**config.mk**
```make
export PLATFORM = sky130hd
export DESIGN_NAME = roi_scan_io_flat
export DESIGN_NICKNAME = d
export VERILOG_FILES = /design/src/rtl/roi_scan_pkg.sv /design/src/rtl/roi_scan_io_if.sv /design/src/rtl/scan_shreg.sv /design/src/rtl/roi_scan_io.sv /design/src/flat_wrapper.sv
export SDC_FILE = /design/constraint.sdc
export NUM_CORES = 1
export LEC_CHECK = 0
export BUFFER_PORTS_ARGS = -buffer_cell sky130_fd_sc_hd__buf_2
export CAP_MARGIN = 20
export CORE_MARGIN = 8
export CORE_UTILIZATION = 30
export DETAILED_ROUTE_END_ITERATION = 16
export PLACE_DENSITY = 0.47
export SLEW_MARGIN = 5
export SYNTH_ARGS = -nofsm -noshare
export SYNTH_HDL_FRONTEND = slang
export SYNTH_SLANG_ARGS = --single-unit
```
**constraint.sdc**
```tcl
create_clock -name clk -period 3.7 [get_ports clk]
set_clock_uncertainty 0.15 [all_clocks]
set_input_delay 0.37 -clock clk [delete_from_list [all_inputs] [get_ports clk]]
set_output_delay 0.37 -clock clk [all_outputs]
set_load 0.02 [all_outputs]
```
**src/rtl/roi_scan_pkg.sv**
```systemverilog
// roi_scan_pkg: shared types and helpers for the ROI serial scan block.
//   state_e : sequencing states of the scan FSM
//   cnt_w   : bit width needed to hold the values 0..n
package roi_scan_pkg;

  typedef enum logic [2:0] {
    LOAD,
    APPLY,
    SETTLE,
    CAPTURE,
    UNLOAD
  } state_e;

  function automatic int unsigned cnt_w(input int unsigned n);
    return $clog2(n + 1);
  endfunction

endpackage

```
**src/rtl/roi_scan_io_if.sv**
```systemverilog
// roi_scan_io_if: serial stimulus-in and result-out handshake pair.
//   di/di_valid/di_ready : serial stimulus stream into the scan block
//   so/so_valid/so_ready : serial result stream out of the scan block
//   master : host side (sends di, consumes so)
//   slave  : scan block side
interface roi_scan_io_if;

  logic di;
  logic di_valid;
  logic di_ready;
  logic so;
  logic so_valid;
  logic so_ready;

  modport master (
    output di, di_valid, so_ready,
    input  di_ready, so, so_valid
  );

  modport slave (
    input  di, di_valid, so_ready,
    output di_ready, so, so_valid
  );

endinterface

```
**src/rtl/scan_shreg.sv**
```systemverilog
// scan_shreg: WIDTH-bit left-shift register with parallel load and MSB tap.
//   shift_en  : shift left by one, shift_in enters at bit 0
//   load_en   : parallel load of load_data (wins over shift_en)
//   q         : register contents
//   msb       : q[WIDTH-1]
module scan_shreg #(
  parameter int unsigned WIDTH = 8
) (
  input  logic             clk,
  input  logic             rst_n,
  input  logic             shift_en,
  input  logic             load_en,
  input  logic             shift_in,
  input  logic [WIDTH-1:0] load_data,
  output logic [WIDTH-1:0] q,
  output logic             msb
);

  always_ff @(posedge clk or negedge rst_n) begin
    if (!rst_n) begin
      q <= '0;
    end else if (load_en) begin
      q <= load_data;
    end else if (shift_en) begin
      q <= {q[WIDTH-2:0], shift_in};
    end
  end

  assign msb = q[WIDTH-1];

endmodule

```
**src/rtl/roi_scan_io.sv**
```systemverilog
// roi_scan_io: serial scan front/back end for the BRAM ROI harness.
// Shifts a DIN_N-bit word in MSB-first, applies it to the ROI, waits
// SETTLE_CYC cycles, captures the DOUT_N-bit result and shifts it out
// MSB-first. One serial frame in yields exactly one serial frame out.
//   clk, rst_n  : clock, asynchronous active-low reset
//   sio         : serial in/out handshake (slave side)
//   din         : registered parallel stimulus to the ROI
//   dout        : parallel result from the ROI
//   busy        : frame in flight (any state other than LOAD)
//   frame_done  : pulse in the cycle of the final result-bit accept
//   frame_cnt   : completed frames, wrapping
module roi_scan_io
  import roi_scan_pkg::*;
#(
  parameter int unsigned DIN_N      = 256,
  parameter int unsigned DOUT_N     = 256,
  parameter int unsigned SETTLE_CYC = 2,
  parameter int unsigned FCNT_W     = 16
) (
  input  logic              clk,
  input  logic              rst_n,
  roi_scan_io_if.slave      sio,
  output logic [DIN_N-1:0]  din,
  input  logic [DOUT_N-1:0] dout,
  output logic              busy,
  output logic              frame_done,
  output logic [FCNT_W-1:0] frame_cnt
);

  localparam int unsigned MAX_N  = (DIN_N > DOUT_N) ? DIN_N : DOUT_N;
  localparam int unsigned CNT_W  = cnt_w(MAX_N);
  localparam int unsigned WAIT_W = cnt_w(SETTLE_CYC);

  if (DIN_N < 2) begin : g_bad_din_n
    $error("roi_scan_io: DIN_N must be >= 2");
  end
  if (DOUT_N < 2) begin : g_bad_dout_n
    $error("roi_scan_io: DOUT_N must be >= 2");
  end
  if (SETTLE_CYC < 1) begin : g_bad_settle
    $error("roi_scan_io: SETTLE_CYC must be >= 1");
  end

  state_e              state, state_nxt;
  logic [CNT_W-1:0]    bit_cnt, bit_cnt_nxt;
  logic [WAIT_W-1:0]   wait_cnt, wait_cnt_nxt;
  logic [FCNT_W-1:0]   frame_cnt_nxt;
  logic [DIN_N-1:0]    din_nxt;
  logic [DIN_N-1:0]    din_shr_q;
  logic                din_shift;
  logic                dout_load;
  logic                dout_shift;
  logic                so_bit;
  logic                unused_din_msb;
  logic [DOUT_N-1:0]   unused_dout_q;

  // Handshake qualifiers and status decode from the state register only
  assign sio.di_ready = (state == LOAD);
  assign sio.so_valid = (state == UNLOAD);
  assign busy         = (state != LOAD);
  assign sio.so       = so_bit;

  // Stimulus shift register: first accepted bit ends up in the MSB
  scan_shreg #(.WIDTH(DIN_N)) din_shr (
    .clk       (clk),
    .rst_n     (rst_n),
    .shift_en  (din_shift),
    .load_en   (1'b0),
    .shift_in  (sio.di),
    .load_data ('0),
    .q         (din_shr_q),
    .msb       (unused_din_msb)
  );

  // Result shift register: loads the ROI output, drains MSB-first
  scan_shreg #(.WIDTH(DOUT_N)) dout_shr (
    .clk       (clk),
    .rst_n     (rst_n),
    .shift_en  (dout_shift),
    .load_en   (dout_load),
    .shift_in  (1'b0),
    .load_data (dout),
    .q         (unused_dout_q),
    .msb       (so_bit)
  );

  // State and counter registers
  always_ff @(posedge clk or negedge rst_n) begin
    if (!rst_n) begin
      state     <= LOAD;
      bit_cnt   <= '0;
      wait_cnt  <= '0;
      frame_cnt <= '0;
      din       <= '0;
    end else begin
      state     <= state_nxt;
      bit_cnt   <= bit_cnt_nxt;
      wait_cnt  <= wait_cnt_nxt;
      frame_cnt <= frame_cnt_nxt;
      din       <= din_nxt;
    end
  end

  // Frame sequencing; bit_cnt is shared by the load and unload phases
  always_comb begin
    state_nxt     = state;
    bit_cnt_nxt   = bit_cnt;
    wait_cnt_nxt  = wait_cnt;
    frame_cnt_nxt = frame_cnt;
    din_nxt       = din;
    din_shift     = 1'b0;
    dout_load     = 1'b0;
    dout_shift    = 1'b0;
    frame_done    = 1'b0;

    unique case (state)
      LOAD: begin
        if (sio.di_valid) begin
          din_shift = 1'b1;
          if (bit_cnt == CNT_W'(DIN_N - 1)) begin
            bit_cnt_nxt = '0;
            state_nxt   = APPLY;
          end else begin
            bit_cnt_nxt = bit_cnt + CNT_W'(1);
          end
        end
      end
      APPLY: begin
        din_nxt   = din_shr_q;
        state_nxt = SETTLE;
      end
      SETTLE: begin
        if (wait_cnt == WAIT_W'(SETTLE_CYC - 1)) begin
          wait_cnt_nxt = '0;
          state_nxt    = CAPTURE;
        end else begin
          wait_cnt_nxt = wait_cnt + WAIT_W'(1);
        end
      end
      CAPTURE: begin
        dout_load = 1'b1;
        state_nxt = UNLOAD;
      end
      UNLOAD: begin
        if (sio.so_ready) begin
          dout_shift = 1'b1;
          if (bit_cnt == CNT_W'(DOUT_N - 1)) begin
            frame_done    = 1'b1;
            frame_cnt_nxt = frame_cnt + FCNT_W'(1);
            bit_cnt_nxt   = '0;
            state_nxt     = LOAD;
          end else begin
            bit_cnt_nxt = bit_cnt + CNT_W'(1);
          end
        end
      end
      default: state_nxt = LOAD;
    endcase
  end

endmodule

```
**src/flat_wrapper.sv**
```systemverilog
// flat-port wrapper written by rule: the top's interface ports become plain ports
module roi_scan_io_flat import roi_scan_pkg::*;
#(
  parameter int unsigned DIN_N      = 256,
  parameter int unsigned DOUT_N     = 256,
  parameter int unsigned SETTLE_CYC = 2,
  parameter int unsigned FCNT_W     = 16
)
  (clk, rst_n, din, dout, busy, frame_done, frame_cnt, sio_di, sio_di_valid, sio_so_ready, sio_di_ready, sio_so, sio_so_valid);
  roi_scan_io_if sio_i ();
  input  logic clk;
  input  logic rst_n;
  output logic [DIN_N-1:0] din;
  input  logic [DOUT_N-1:0] dout;
  output logic busy;
  output logic frame_done;
  output logic [FCNT_W-1:0] frame_cnt;
  input wire logic [$bits(sio_i.di)-1:0] sio_di;
  input wire logic [$bits(sio_i.di_valid)-1:0] sio_di_valid;
  input wire logic [$bits(sio_i.so_ready)-1:0] sio_so_ready;
  output wire logic [$bits(sio_i.di_ready)-1:0] sio_di_ready;
  output wire logic [$bits(sio_i.so)-1:0] sio_so;
  output wire logic [$bits(sio_i.so_valid)-1:0] sio_so_valid;
  assign sio_i.di = sio_di;
  assign sio_i.di_valid = sio_di_valid;
  assign sio_i.so_ready = sio_so_ready;
  assign sio_di_ready = sio_i.di_ready;
  assign sio_so = sio_i.so;
  assign sio_so_valid = sio_i.so_valid;
  roi_scan_io #(.DIN_N(DIN_N), .DOUT_N(DOUT_N), .SETTLE_CYC(SETTLE_CYC), .FCNT_W(FCNT_W)) u_core (.clk(clk), .rst_n(rst_n), .sio(sio_i), .din(din), .dout(dout), .busy(busy), .frame_done(frame_done), .frame_cnt(frame_cnt));
endmodule
```
# Word level (Yosys, flattened, before mapping)
# Cells that the tools add are included.
dict set report word_totals {
  ff_bits 798
  latch_bits 0
  ram_bits 0
  romBits 0
  wordCells 49
  mem_count 0
}
dict set report op_classes {
  addsub 3
  n_mul 0
  div_mod_pow 0
  order_cmp 0
  n_eq_ne 11
  shift 0
  mux 21
  bitwise 0
  n_reduce_logical 7
}
# op n
set op_table {}
lappend op_table {{$mux W256} 2}
lappend op_table {{$mux W9} 3}
lappend op_table {{$pmux W9 S2} 1}
lappend op_table {{$add A16 B1 Y16 const B} 1}
lappend op_table {{$mux W3} 5}
lappend op_table {{$pmux W3 S5} 1}
lappend op_table {{$add A9 B1 Y9 const B} 1}
lappend op_table {{$eq A9 B8 Y1 const B} 1}
lappend op_table {{$mux W1} 8}
lappend op_table {{$eq A3 B2 Y1 const B} 2}
lappend op_table {{$ne A2 B1 Y1 const B} 3}
lappend op_table {{$reduce_and A3 Y1} 2}
lappend op_table {{$reduce_and A5 Y1} 1}
lappend op_table {{$ne A2 B2 Y1 const B} 2}
lappend op_table {{$reduce_bool A2 Y1} 2}
lappend op_table {{$eq A3 B1 Y1 const B} 1}
lappend op_table {{$eq A3 B3 Y1 const B} 1}
lappend op_table {{$logic_not A3 Y1} 1}
lappend op_table {{$reduce_bool A3 Y1} 1}
lappend op_table {{$add A2 B1 Y2 const B} 1}
lappend op_table {{$eq A2 B1 Y1 const B} 1}
lappend op_table {{$mux W2} 1}

# Depth between registers and ports, before layout
# Gate-level depths: netlist of run 1.
dict set report logic_depth {
  ltp_word 4
  depth_mapped 8
  mapped_depth_nobuf 5
}

# Cells and area by module
# A second synthesis of run 1 with hierarchy kept.
dict set report hier_totals {
  cells_unflattened 2902
  hier_area_um2 34695.8
}
# mod instances cells_each area_per_inst_um2 seq_area_each_um2
set by_module_without_submodules {}
lappend by_module_without_submodules {scan_shreg 2 1111 11898.9 6406.1}
lappend by_module_without_submodules {roi_scan_io 1 680 10898.0 7156.9}

# Worst setup path after synthesis of run 1
# Ideal clock, no wire load.
dict set report synth_timing {
  kind {reg2out}
  from {reg u_core.state[1]}
  to {out frame_done}
  arrival_time_ns 1.526
  required_ns 3.180
  setup_slack_ns 1.654
  stages_incl_launch_ff 8
  path_buffers 4
  cell_sequence {dfrtp_1 buf_4 nor4bb_1 buf_2 buf_2 buf_2 nand2_1 inv_1}
}
dict set report synth_between {
  elab_chain_len 2
}
# element line
set synth_lines {}
lappend synth_lines {{from (decl)} roi_scan_io.sv:44} ;# state_e state, state_nxt;
lappend synth_lines {{from (signal assigned)} roi_scan_io.sv:96} ;# state <= state_nxt;
lappend synth_lines {{$eq A3 B3 Y1} roi_scan_io.sv:116} ;# unique case (state)
lappend synth_lines {{$mux W1} roi_scan_io.sv:116}
lappend synth_lines {{to (decl)} flat_wrapper.sv:16} ;# output logic frame_done;
# Every way passes these cells.

# Worst setup path in the final report of run 1
# Same ends and word-level chain as after synthesis.

==> results of run 1 <==
## placed cells by master, fill, tap and decap left out, types with 3 or more instances in the layout
| cell | n |
|---|---|
| inv_1 | 4 |
| clkbuf_8 | 19 |
| clkbuf_16 | 91 |
| dfrtp_1 | 798 |
| clkbuf_1 | 20 |
| a22oi_1 | 252 |
| and3_1 | 4 |
| and4_1 | 4 |
| bufinv_16 | 5 |
| buf_2 | 536 |
| mux2_1 | 202 |
| clkinv_2 | 14 |
| xnor2_1 | 17 |
| nor2_1 | 8 |
| clkinv_8 | 6 |
| nand3_1 | 10 |
| diode_2 | 6 |
| mux2i_1 | 4 |
| xor2_1 | 3 |
| buf_4 | 21 |
| mux2_2 | 313 |
| buf_12 | 18 |
| nand2_1 | 517 |
| nand4_1 | 7 |
| dlygate4sd3_1 | 259 |
| o21ai_0 | 7 |
## metal layers
metal	global-route usage	wire [um]
met1	0.175	35000
met2	0.244	41500
met3	0.0415	5270
met4	0.0489	2170
met5	0	17
## report_power, final
part	switching (mW)	total, mW	internal [mW]	leakage (nW)
clock network	3.65	8.92	5.27	1.47
logic	2.82	4.86	2.04	9.26
registers	0.931	11.1	10.2	10.8
## per-stage QoR
| stage | hold slack [ns] | setup slack, ns |
|---|---|---|
| 5_1_grt | 0.108 | 0.464 |
| 6_report | 0.116 | 0.681 |
| 2_1_floorplan | -0.0756 | 1.65 |
| 3_3_place_gp | 0.308 | 1.23 |
| 3_5_place_dp | 0.312 | 1.15 |
| 4_1_cts | 0.0222 | 0.564 |
## flip-flops by register name (all words and copies together) (netlist names)
register	count
u_core.wait_cnt	2
u_core.din_shr.q	256
u_core.state	3
u_core.bit_cnt	9
u_core.frame_cnt	16
u_core.din	256
u_core.dout_shr.q	256
## worst max path at each step
stage	start	to	depth (start not counted)
2_1_floorplan	u_core.state[1]$_DFFE_PN0P_	frame_done	7
3_3_place_gp	u_core.state[1]$_DFFE_PN0P_	u_core.dout_shr.q[122]$_DFFE_PN0P_	5
3_5_place_dp	u_core.state[1]$_DFFE_PN0P_	u_core.dout_shr.q[204]$_DFFE_PN0P_	5
4_1_cts	u_core.state[1]$_DFFE_PN0P_	frame_done	5
5_1_grt	u_core.state[1]$_DFFE_PN0P_	frame_done	5
6_report	u_core.state[1]$_DFFE_PN0P_	frame_done	5
## critical path, cell delays in order, from the launching register on
cell and delay (ns):
dfrtp_1 0.53, nor4bb_4 0.39, buf_4 0.51, nand2_1 0.14
inv_1 0.09, buf_2 0.19
## what timing repair did
action | CTS | global route
hold endpoints to repair | 320 | 0
hold buffers | 259 | 0
buffers inserted | 0 | 0
endpoints found under the setup margin | 0 | 0
## layout make-up
class	instances	area, um^2	share of cell area
flip-flops and latches	798	20000	0.489
multi-input cells	1376	10400	0.253
repair buffers	835	5810	0.142
clock buffers	130	2610	0.0640
well taps	1380	1730	0.0423
clock inverters	29	363	0.00888
inverters	4	15.0	0.000367
diodes	6	15.0	0.000367
## cells by family (layout without fill, tap and decap cells)
kind of cell | Yosys count | in the layout
DFF | 798 | 798
and+or+nand+nor | 567 | 567
muxes | 519 | 519
AOI/OAI and AO/OA | 268 | 268
buffers and inverters | 150 | 998
xor gates and xnor gates | 20 | 20
adders and majority gates | 2 | 2
other | 0 | 6
==> qor.txt, run 1 <==
status -> complete, no violations
largest area contributor in the netlist -> dfrtp_1
flop2flop setup slack -> 1.10 ns
clk buf depth -> 3
Yosys cell types -> 46
top cell type's share of synthesized area -> 0.639
minimum clock period -> 3.02 ns
P per Cell Area -> 609 nW/um^2
crit path capture type -> primary output
die width -> 339 um
Worst-Skew Late Latency -> 0.65 ns
multiplexer share of the synthesized area -> 0.187
vias in the first global route -> 22900
Rows -> 118
Synth Area in Simple Gates -> 0.0735
fin crit share -> 0.816
Max-Cap Viols -> 0
WHS Endpoint -> u_core.bit_cnt[3]$_DFFE_PN0P_
Post-synth top flop -> dfrtp_1
CTS tree -> yes
IO Pins -> 538
CORE AREA -> 103000 um^2
worst min-delay path class -> input pin to flip-flop
total number of vias -> 21200
Post-synth top cells -> dfrtp_1, nand2_1, mux2_2
area grow syn2layout -> 30.7%
Worst R2R End -> u_core.dout_shr.q[17]$_DFFE_PN0P_
worst r2r src -> u_core.state[1]$_DFFE_PN0P_
routed wire length -> 83900 um
Port Buffers -> 537
fin area -> 40900 um^2
RSZ-0062 raised after global routing -> false
most common cell in the synthesized netlist -> dfrtp_1
Leakage -> 21.5 nW
Syn Std Cell Area -> 31300 um^2
Syn Inst Count -> 2324
Synth Register Bits -> 798
Rel. slew slack -> 0.358
via/cell ratio -> 4.66
Cell Area, Placed -> 35300 um^2
worst slew pin tran -> 0.963 ns
largest cells by area after synthesis -> dfrtp_1, mux2_2, mux2_1, nand2_1, a22oi_1
R2R depth -> 5
CTS H-Tree Depth -> 3
First-pass DRT Iterations -> 5
type of the worst setup path -> flip-flop to primary output
antenna violations before repair -> 11
largest family of logic cells by synthesized area -> multiplexers
syn nets -> 2587
GRT overflow -> 0
root buf cell -> clkbuf_16
TritonCTS Buffers -> 91
HP Start -> sio_di_valid
die height -> 339 um
Setup violations, final -> 0
max-slew violations -> 0
Synth Area in XOR/XNOR -> 0.00560
placed cell count -> 4134
maximum net fanout on the critical path -> 45
setup TNS -> 0 ns
Data arrival, critical path -> 2.50 ns
TritonCTS Sinks -> 798
share of layout cells above drive strength 1 -> 0.327
FMAX -> 331 MHz
Syn Area/Cell -> 13.5 um^2
DP Wirelength -> 56600 um
Req. time, crit path -> 3.18 ns
worst hold path cell count -> 4
overall power -> 24.9 mW
first-pass GRT wire length -> 134000 um
number of synthesized flops with an enable pin -> 0
die area -> 115000 um^2
Fillers -> 9736
complex-gate fraction of the synthesized area -> 0.0637
routability cong. -> 0.779
Final nets -> 3369
VDD IR-drop max -> 0.323 mV
ys async rst share -> 1.00
Starting Density -> 0.302
residual DRC count -> 0
CP startpoint kind -> flip-flop
post-synthesis adder-cell area fraction -> 0.000800
Antenna Nets Post-Route -> 0
post-cts repair resize count -> 0
fin util -> 0.395
largest net degree at the start of global routing -> 180
CTS clock-pin slew for the worst setup and hold paths -> 0.06 ns
final number of hold-violating endpoints -> 0
fin cells -> 4558
routed len/inst -> 18.4 um
All-Layer GR Usage -> 0.144
number of DRC markers in iteration 0 -> 1143
Seq/Total Area, Yosys -> 0.639
Ys Warns -> 0
Power figures use the tool's default switching activity.
==> run 2, diff against run 1 <==
--- a/config.mk
+++ b/config.mk
@@ -10,7 +10,7 @@
 export CORE_MARGIN = 8
 export CORE_UTILIZATION = 30
 export DETAILED_ROUTE_END_ITERATION = 16
-export PLACE_DENSITY = 0.47
+export PLACE_DENSITY = 0.49
 export SLEW_MARGIN = 5
 export SYNTH_ARGS = -nofsm -noshare
 export SYNTH_HDL_FRONTEND = slang
==> constraint.sdc (replaced) <==
create_clock -name clk -period 2.6 [get_ports clk]
set_clock_uncertainty 0.15 [all_clocks]
set_input_delay 0.26 -clock clk [delete_from_list [all_inputs] [get_ports clk]]
set_output_delay 0.26 -clock clk [all_outputs]
set_load 0.02 [all_outputs]
==> qor.txt, run 2 (synthesized netlist as in run 1, its figures left out) <==
VDD IR-drop max -> 0.488 mV
routed wire length -> 85200 um
Req. time, crit path -> 2.19 ns
Leakage -> 21.7 nW
TritonCTS Sinks -> 798
antenna violations before repair -> 12
CTS clock-pin slew for the worst setup and hold paths -> 0.06 ns
Data arrival, critical path -> 2.02 ns
fin cells -> 4596
number of DRC markers in iteration 0 -> 1067
Rows -> 118
register area -> 20000 um^2
Port Buffers -> 537
final number of hold-violating endpoints -> 0
CTS H-Tree Depth -> 3
Multi-input gate area -> 10400 um^2
type of the worst setup path -> flip-flop to primary output
routability cong. -> 0.783
Largest regs -> u_core.din: 256 flops, u_core.din_shr.q: 256 flops, u_core.dout_shr.q: 256 flops
Max-Cap Viols -> 0
Worst R2R End -> u_core.din_shr.q[236]$_DFFE_PN0P_
R2R depth -> 5
CP startpoint kind -> flip-flop
die area -> 115000 um^2
crit path capture type -> primary output
dpl ws -> 0.312 ns
area grow syn2layout -> 32.2%
Setup violations, final -> 0
GRT overflow -> 0
share of layout cells above drive strength 1 -> 0.332
setup TNS -> 0 ns
All-Layer GR Usage -> 0.146
die width -> 339 um
CORE AREA -> 103000 um^2
DP Wirelength -> 58500 um
Final WS setup -> 0.166 ns
total number of vias -> 21400
worst hold path cell count -> 4
commonest non-fill, non-tap cell in the layout -> dfrtp_1
overall power -> 35.9 mW
Setup crit end -> frame_done
TritonCTS Buffers -> 89
Fillers -> 9741
RSZ-0062 raised after global routing -> false
CTS tree -> yes
first-pass GRT wire length -> 136000 um
worst min-delay path class -> input pin to flip-flop
IO Pins -> 538
FMAX -> 411 MHz
flop2flop setup slack -> 0.35 ns
maximum net fanout on the critical path -> 11
P per Cell Area -> 869 nW/um^2
First-pass DRT Iterations -> 5
die height -> 339 um
via/cell ratio -> 4.65
worst r2r src -> u_core.state[0]$_DFFE_PN0P_
fin crit share -> 0.936
clk buf depth -> 3
worst slew pin tran -> 0.605 ns
Final nets -> 3396
max-slew violations -> 0
Starting Density -> 0.302
Worst-Skew Late Latency -> 0.65 ns
status -> complete, no violations
largest net degree at the start of global routing -> 108
Antenna Nets Post-Route -> 0
Setup crit start -> u_core.state[1]$_DFFE_PN0P_
routed len/inst -> 18.5 um
minimum clock period -> 2.43 ns
root buf cell -> clkbuf_16
residual DRC count -> 0
placed cell count -> 4158
vias in the first global route -> 23000
most frequent cells in the layout -> dfrtp_1, buf_2, nand2_1
Rel. slew slack -> 0.597
==> run 2: cell count changes in the layout (fill, tap and decap cells not counted), sizes merged, moves of 3 or more <==
cell,before,now
buf,576,603
clkinv,21,11
diode,6,14
inv,6,11
bufinv,5,8
clkbuf,130,133
==> run 2: worst min-delay path by stage <==
stage               startpoint                            endpoint  slack, ns
floorplan                rst_n       u_core.bit_cnt[0]$_DFFE_PN0P_      -0.19
global placement         rst_n          u_core.din[79]$_DFFE_PN0P_       0.11
detailed placement       rst_n          u_core.din[79]$_DFFE_PN0P_       0.13
CTS                   dout[71]   u_core.dout_shr.q[71]$_DFFE_PN0P_       0.14
global route         dout[247]  u_core.dout_shr.q[247]$_DFFE_PN0P_       0.18
finish               dout[181]  u_core.dout_shr.q[181]$_DFFE_PN0P_       0.21
==> run 2: layout make-up <==
type	instances	area share
well taps	1380	0.0418
flip-flops and latches	798	0.483
repair buffers	864	0.151
multi-input cells	1376	0.251
diodes	14	0.000848
clock buffers	133	0.0630
clock inverters	27	0.00944
inverters	4	0.000363
==> run 2: where the power goes <==
part | switching (mW) | internal, mW | total [mW]
Sequential | 1.32 | 14.5 | 15.8
Combinational | 4.10 | 3.19 | 7.29
Clock | 5.10 | 7.73 | 12.8
Total | 10.5 | 25.4 | 35.9
==> run 2: stage by stage <==
stage / hold WS [ns] / area, um^2 / util
global placement: 0.114 / 35700 / 0.345
finish: 0.212 / 41300 / 0.399
global route: 0.177 / 41300 / 0.399
floorplan: -0.186 / 31300 / -
CTS: 0.136 / 41300 / 0.399
detailed placement: 0.125 / 35700 / 0.345
==> run 2: repair_timing <==
item	CTS	global route
pin swaps	1	1
setup endpoints to repair	1	19
setup buffers	2	1
endpoints found under the hold margin	913	0
gates resized for setup	1	2
hold buffers	262	0
==> run 2: layer usage <==
| metal | GRT usage | part of all wire | vias to the layer above |
|---|---|---|---|
| met5 | 0 | 0.00015 | - |
| met3 | 0.0401 | 0.058 | 179 |
| met2 | 0.242 | 0.49 | 620 |
| met1 | 0.180 | 0.42 | 10800 |
| li1 | - | - | 9786 |
| met4 | 0.0568 | 0.037 | 2 |
==> run 2: critical path, stage by stage (launching register included) <==
cell and delay, ns:
dfrtp_2 0.50, nor4bb_4 0.35, buf_4 0.22, nand2_1 0.06
inv_1 0.05, buf_2 0.18
